### src/rtl/matmul_pkg.sv
// -----------------------------------------------------------------------------
// matmul_pkg
// Shared definitions for the matrix-multiply datapath: the default matrix
// dimension and element width, the index width used on every row/column port,
// and the encoding of the result-buffer FSM states.
// No ports; imported by result_buffer, result_ram's users, the multiplier and
// the file writer.
// -----------------------------------------------------------------------------
package matmul_pkg;

   // Default matrix dimension (legal 2..16) and element width.
   localparam int MM_N  = 8;
   localparam int MM_W  = 32;

   // Row/column index width on all interfaces; covers N up to 16 plus
   // out-of-range values that must be detected and flagged.
   localparam int IDX_W = 5;

   // Result-buffer FSM state encoding.
   localparam logic [1:0] S_FILL    = 2'd0;
   localparam logic [1:0] S_READ    = 2'd1;
   localparam logic [1:0] S_PRESENT = 2'd2;
   localparam logic [1:0] S_DONE    = 2'd3;

endpackage

### src/rtl/result_ram.sv
// -----------------------------------------------------------------------------
// result_ram
// Single-port-write / single-port-read storage for one result matrix,
// DEPTH words of W bits. Writes are synchronous; reads are registered and the
// read data holds its value while i_rd_en is low.
// Ports:
//   clk        rising-edge clock
//   i_wr_en    write strobe
//   i_wr_addr  write address
//   i_wr_data  write data
//   i_rd_en    read strobe; o_rd_data updates on the following edge
//   i_rd_addr  read address
//   o_rd_data  registered read data
// -----------------------------------------------------------------------------
module result_ram #(
   parameter int DEPTH = 64,
   parameter int W     = 32,
   parameter int AW    = $clog2(DEPTH)
) (
   input  logic          clk,
   input  logic          i_wr_en,
   input  logic [AW-1:0] i_wr_addr,
   input  logic [W-1:0]  i_wr_data,
   input  logic          i_rd_en,
   input  logic [AW-1:0] i_rd_addr,
   output logic [W-1:0]  o_rd_data
);

   logic [W-1:0] r_mem [DEPTH];
   logic [W-1:0] r_rd_data;

   // NOTE: the storage array has no reset so it maps onto RAM macros; every
   // cell is written before it is read in normal operation.
   always_ff @(posedge clk) begin
      if (i_wr_en) begin
         r_mem[i_wr_addr] <= i_wr_data;
      end
      if (i_rd_en) begin
         r_rd_data <= r_mem[i_rd_addr];
      end
   end

   assign o_rd_data = r_rd_data;

endmodule

### src/rtl/result_buffer.sv
// -----------------------------------------------------------------------------
// result_buffer
// Collects N*N result elements from the multiplier in any order, then drains
// them downstream in row-major order with a strobe/ack handshake.
// Ports:
//   clk, rst_n            clock and synchronous active-low reset
//   in_value/in_row/in_col/in_stb  producer element, destination and valid
//   in_ack                one-cycle acceptance pulse to the producer
//   out_value/out_i/out_j/out_stb  element and index presented downstream
//   out_ack               one-cycle acceptance pulse from the consumer
//   done                  one-cycle pulse after the last element is taken
//   err                   sticky flag: an out-of-range index was received
// -----------------------------------------------------------------------------
module result_buffer
   import matmul_pkg::*;
#(
   parameter int N = MM_N,
   parameter int W = MM_W
) (
   input  logic             clk,
   input  logic             rst_n,
   input  logic [W-1:0]     in_value,
   input  logic [IDX_W-1:0] in_row,
   input  logic [IDX_W-1:0] in_col,
   input  logic             in_stb,
   output logic             in_ack,
   output logic [W-1:0]     out_value,
   output logic [IDX_W-1:0] out_i,
   output logic [IDX_W-1:0] out_j,
   output logic             out_stb,
   input  logic             out_ack,
   output logic             done,
   output logic             err
);

   localparam int AW = $clog2(N * N);
   localparam int CW = $clog2(N * N + 1);
   localparam logic [IDX_W-1:0] LAST_IDX   = IDX_W'(N - 1);
   localparam logic [CW-1:0]    LAST_COUNT = CW'(N * N - 1);

   logic [1:0]       r_state;
   logic [CW-1:0]    r_count;
   logic             r_in_ack;
   logic             r_err;
   logic [IDX_W-1:0] r_out_i;
   logic [IDX_W-1:0] r_out_j;

   logic             w_accept;
   logic             w_in_range;
   logic             w_wr_en;
   logic             w_rd_en;
   logic             w_last;
   logic [AW-1:0]    w_wr_addr;
   logic [AW-1:0]    w_rd_addr;

   // A strobe is taken only on an edge where no ack is pending, so a producer
   // that holds in_stb through its own ack cycle is not accepted twice.
   assign w_accept   = (r_state == S_FILL) && in_stb && !r_in_ack;
   assign w_in_range = (in_row <= LAST_IDX) && (in_col <= LAST_IDX);
   assign w_wr_en    = w_accept && w_in_range;
   assign w_rd_en    = (r_state == S_READ);
   assign w_last     = (r_out_i == LAST_IDX) && (r_out_j == LAST_IDX);

   assign w_wr_addr  = AW'(int'(in_row) * N + int'(in_col));
   assign w_rd_addr  = AW'(int'(r_out_i) * N + int'(r_out_j));

   result_ram #(
      .DEPTH (N * N),
      .W     (W),
      .AW    (AW)
   ) u_ram (
      .clk       (clk),
      .i_wr_en   (w_wr_en),
      .i_wr_addr (w_wr_addr),
      .i_wr_data (in_value),
      .i_rd_en   (w_rd_en),
      .i_rd_addr (w_rd_addr),
      .o_rd_data (out_value)
   );

   // NOTE: all state updates use non-blocking assignments so every register
   // samples pre-edge values regardless of statement order.
   always_ff @(posedge clk) begin
      if (!rst_n) begin
         r_state  <= S_FILL;
         r_count  <= '0;
         r_in_ack <= 1'b0;
         r_err    <= 1'b0;
         r_out_i  <= '0;
         r_out_j  <= '0;
      end else begin
         // The ack for the completing element lands in the first S_READ
         // cycle; no new accept can start outside S_FILL.
         r_in_ack <= w_accept;
         if (w_accept && !w_in_range) begin
            r_err <= 1'b1;
         end

         case (r_state)
            S_FILL: begin
               if (w_wr_en) begin
                  r_count <= r_count + CW'(1);
                  if (r_count == LAST_COUNT) begin
                     r_state <= S_READ;
                     r_out_i <= '0;
                     r_out_j <= '0;
                  end
               end
            end
            S_READ: begin
               r_state <= S_PRESENT;
            end
            S_PRESENT: begin
               if (out_ack) begin
                  if (w_last) begin
                     r_state <= S_DONE;
                  end else begin
                     r_state <= S_READ;
                     if (r_out_j == LAST_IDX) begin
                        r_out_j <= '0;
                        r_out_i <= r_out_i + IDX_W'(1);
                     end else begin
                        r_out_j <= r_out_j + IDX_W'(1);
                     end
                  end
               end
            end
            S_DONE: begin
               r_state <= S_FILL;
               r_count <= '0;
               r_out_i <= '0;
               r_out_j <= '0;
            end
            default: begin
               r_state <= S_FILL;
            end
         endcase
      end
   end

   assign in_ack  = r_in_ack;
   assign out_i   = r_out_i;
   assign out_j   = r_out_j;
   assign out_stb = (r_state == S_PRESENT);
   assign done    = (r_state == S_DONE);
   assign err     = r_err;

endmodule

### config.mk
export PLATFORM = sky130hd
export DESIGN_NAME = result_buffer
export DESIGN_NICKNAME = d
export VERILOG_FILES = /design/src/rtl/matmul_pkg.sv /design/src/rtl/result_ram.sv /design/src/rtl/result_buffer.sv
export SDC_FILE = /design/constraint.sdc
export NUM_CORES = 2
export LEC_CHECK = 0
export CORE_ASPECT_RATIO = 0.75
export CORE_UTILIZATION = 45
export DETAILED_ROUTE_END_ITERATION = 7
export PLACE_DENSITY = 0.69
export RECOVER_POWER = 25
export SYNTH_ARGS = -nofsm -noshare
export SYNTH_HDL_FRONTEND = slang
export SYNTH_SLANG_ARGS = --single-unit
### constraint.sdc
create_clock -name clk -period 11.05 [get_ports clk]
set_input_delay 2.21 -clock clk [delete_from_list [all_inputs] [get_ports clk]]
set_output_delay 2.21 -clock clk [all_outputs]
set_load 0.02 [all_outputs]
==> flow_summary_export.csv <==
group,metric,value,unit
outcome,status,"complete, but fails checks",
outcome,violations,"capacitance limit, slew limit",
yosys,yosysWarnings,0,
worst_hold_path,hold_path_end,"err$_SDFFE_PN0P_",
setup_path,r2r-start,"out_j[1]$_SDFFE_PN0P_",
clock_tree,cts_buffers,186,
run,max_cap_violations,28,
final_layout,fin_util,51.3,%
die,chipWidth,490,um
yosys,syn_area_per_cell,22.9,um2
clock_tree,clk_latency,840,ps
final_layout,area_growth,12.6,%
setup_path,worst_ep_required_time,11470,ps
final_layout,final_common_cell,"edfxtp_1",
clock_tree,cts-htree-levels,4,
yosys,synth_top_area_share,77.8,%
die,fp.dieH,368,um
placement,port_buffers,91,
timing,hold_viol,0,
global_route,grtUsageTotal,22.2,%
yosys,ys_seq_area_share,78.3,%
power,p_leak,26.6,nW
setup_path,worstPathArrival,5950,ps
power,power.density,171,nW/um2
drt,antenna_left,0,
drt,drc,0,
die,core,176000,um2
die,pin_count,92,
worst_hold_path,hold_class,"flip-flop to flip-flop",
timing,min_period_over_period,50.1,%
global_route,grt_pass1_wl,283,mm
final_layout,design_area,90400,um2
clock_tree,clock_tree.root_cell,"clkbuf_16",
yosys,synth_cell_types,59,
clock_tree,cts_hold_buf,0,
timing,finalCriticalPeriod,5530,ps
yosys,synth-edff-count,2080,
global_route,antenna_found_initial,8,
final_layout,nNetsFinal,3776,
drt,routed_via_density,6.20,
yosys,yosys.area.top_type,"edfxtp_1",
global_route,grt_start_max_net_pins,109,
placement,dpl_cell_area,84500,um2
setup_path,reg2reg_depth,8,
drt,dr.pass1.iters,8,
drt,vias,38600,
die,die_area,180000,um2
timing,fmax,0.181,GHz
yosys,async_flop_share,0,%
clock_tree,tritoncts,"built",
global_route,gr-total-overflow,0,
final_layout,final_cell_mix,"2080 x edfxtp_1, 514 x mux4_2, 189 x clkbuf_16",
clock_tree,cts.clk_slew.worst_paths,60,ps
timing,rsz0062_at_grt,"no",
final_layout,n_fill_cell,13400,
timing,max_slew_margin,-143,%
clock_tree,cts.sinks,2101,
setup_path,r2r_end,"u_ram.o_rd_data[5]$_DFFE_PN_",
yosys,ys.flop_type,"edfxtp_1",
setup_path,rrSetupSlack,6130,ps
timing,worst_pin_slew,3640,ps
drt,routed_wl,200,mm
yosys,synth.area.top_cells,"edfxtp_1 78%, mux4_2 14%, mux2i_1 1.8%, a22oi_1 0.66%, dfxtp_1 0.52%",
drt,drt-initial-drc-count,6239,
placement,dp_hpwl,114,mm
die,rows,133,
global_route,grt_pass1_vias,37200,
setup_path,cp-end-kind,"flip-flop",
die,start_util,45.6,%
setup_path,crit_fanout,32,
setup_path,worstSetupPathType,"input port to flip-flop",
timing,holdWs,469,ps
yosys,yosys_register_bits,2101,
timing,slew_viol_final,1713,
placement,place_congestion,0.877,
clock_tree,cts_resized,0,
worst_hold_path,hold_depth,1,
yosys,syn_area,80300,um2
worst_hold_path,worstHoldStart,"err$_SDFFE_PN0P_",
clock_tree,ctsLongestPathBuffers,3,
clock_tree,postCtsSetupRepairBufs,0,
setup_path,start_kind,"input port",
final_layout,drive_above_1_share,25.4,%
drt,avgRoutedWirePerCell,32.0,um
yosys,synthesis.instances,3502,
power,ir_worst_vdd,0.123,mV
timing,fin_setup_tns,0,ps
yosys,synth_nets,3555,
timing,setup_viol,0,
timing,clock_skew,47.8,ps
==> registers in the layout, summed over array words and instances (netlist names) <==
name             cells
err                  1
out_i                5
r_count              7
in_ack               1
r_state              2
out_j                5
u_ram.r_mem       2048
u_ram.o_rd_data     32
==> metrics by stage <==
step	worst slack [ps]	total power, W	std cells
4_1_cts	5590	0.0155	6229
3_3_place_gp	4800	0.00912	5897
6_report	5520	0.0154	6230
2_1_floorplan	5810	0.00894	3502
5_1_grt	5410	0.0158	6229
3_5_place_dp	4730	0.00913	5897
==> final cells by class <==
cell class,instances,area (um2),share of cell area (%)
diodes,1,2.50,0.00277
clock buffers,229,4880,5.40
clock inverters,103,1110,1.23
inverters,8,32.5,0.0360
multi-input cells,1210,16900,18.7
flip-flops and latches,2101,62900,69.6
well taps,2362,2960,3.27
repair buffers,216,1640,1.81
==> worst max-delay path by stage <==
stage,startpoint,end,slack [ps],cells after the start
floorplan,in_col[4],u_ram.r_mem[15][0]$_DFFE_PP_,5810,5
global placement,in_col[4],u_ram.r_mem[11][11]$_DFFE_PP_,4800,5
detailed placement,in_col[4],u_ram.r_mem[11][14]$_DFFE_PP_,4730,5
CTS,in_col[4],u_ram.r_mem[11][11]$_DFFE_PP_,5590,5
global route,in_stb,u_ram.r_mem[11][6]$_DFFE_PP_,5410,5
finish,in_stb,u_ram.r_mem[11][11]$_DFFE_PP_,5520,5
==> report_power, final <==
part / switching [W] / internal (W)
Combinational: 0.000174 / 0.0000181
Clock: 0.00287 / 0.00361
Sequential: 0.00000102 / 0.00877
==> synth_stat cells, drive strengths merged (10+ instances only) <==
| cell type | instances |
|---|---|
| mux2i | 144 |
| nand2b | 10 |
| mux4 | 514 |
| edfxtp | 2080 |
| dfxtp | 21 |
| nand3 | 35 |
| o221ai | 13 |
| nor2 | 105 |
| clkbuf | 69 |
| a21oi | 37 |
| nand2 | 58 |
| buf | 114 |
| o22ai | 24 |
| a22oi | 71 |
| nor2b | 22 |
| a211oi | 12 |
| o21ai | 39 |
| a221oi | 24 |
==> per-layer routing <==
| layer | GRT usage [%] | vias to the layer above | routed length [um] |
|---|---|---|---|
| li1 | - | 15400 | - |
| met2 | 31.4 | 2439 | 87700 |
| met5 | 0 | - | 59 |
| met4 | 6.39 | 8 | 5390 |
| met3 | 4.41 | 278 | 22000 |
| met1 | 35.0 | 20500 | 84600 |
==> cell families after synthesis <==
family,Yosys count,share of synthesized area [%]
adders and majority gates,7,0.128
xor gates and xnor gates,13,0.142
muxes,666,16.3
DFF,2101,78.3
and+or+nand+nor,265,1.53
buffers and inverters,191,1.33
AOI/OAI and AO/OA,259,2.23
==> worst max-delay path, cell delays in order <==
cell,delay (ps)
clkdlybuf4s50_1,460
nor4b_1,420
and2_1,630
nand3_1,890
nor2_4,1290
(Power assumes the default switching activity.)
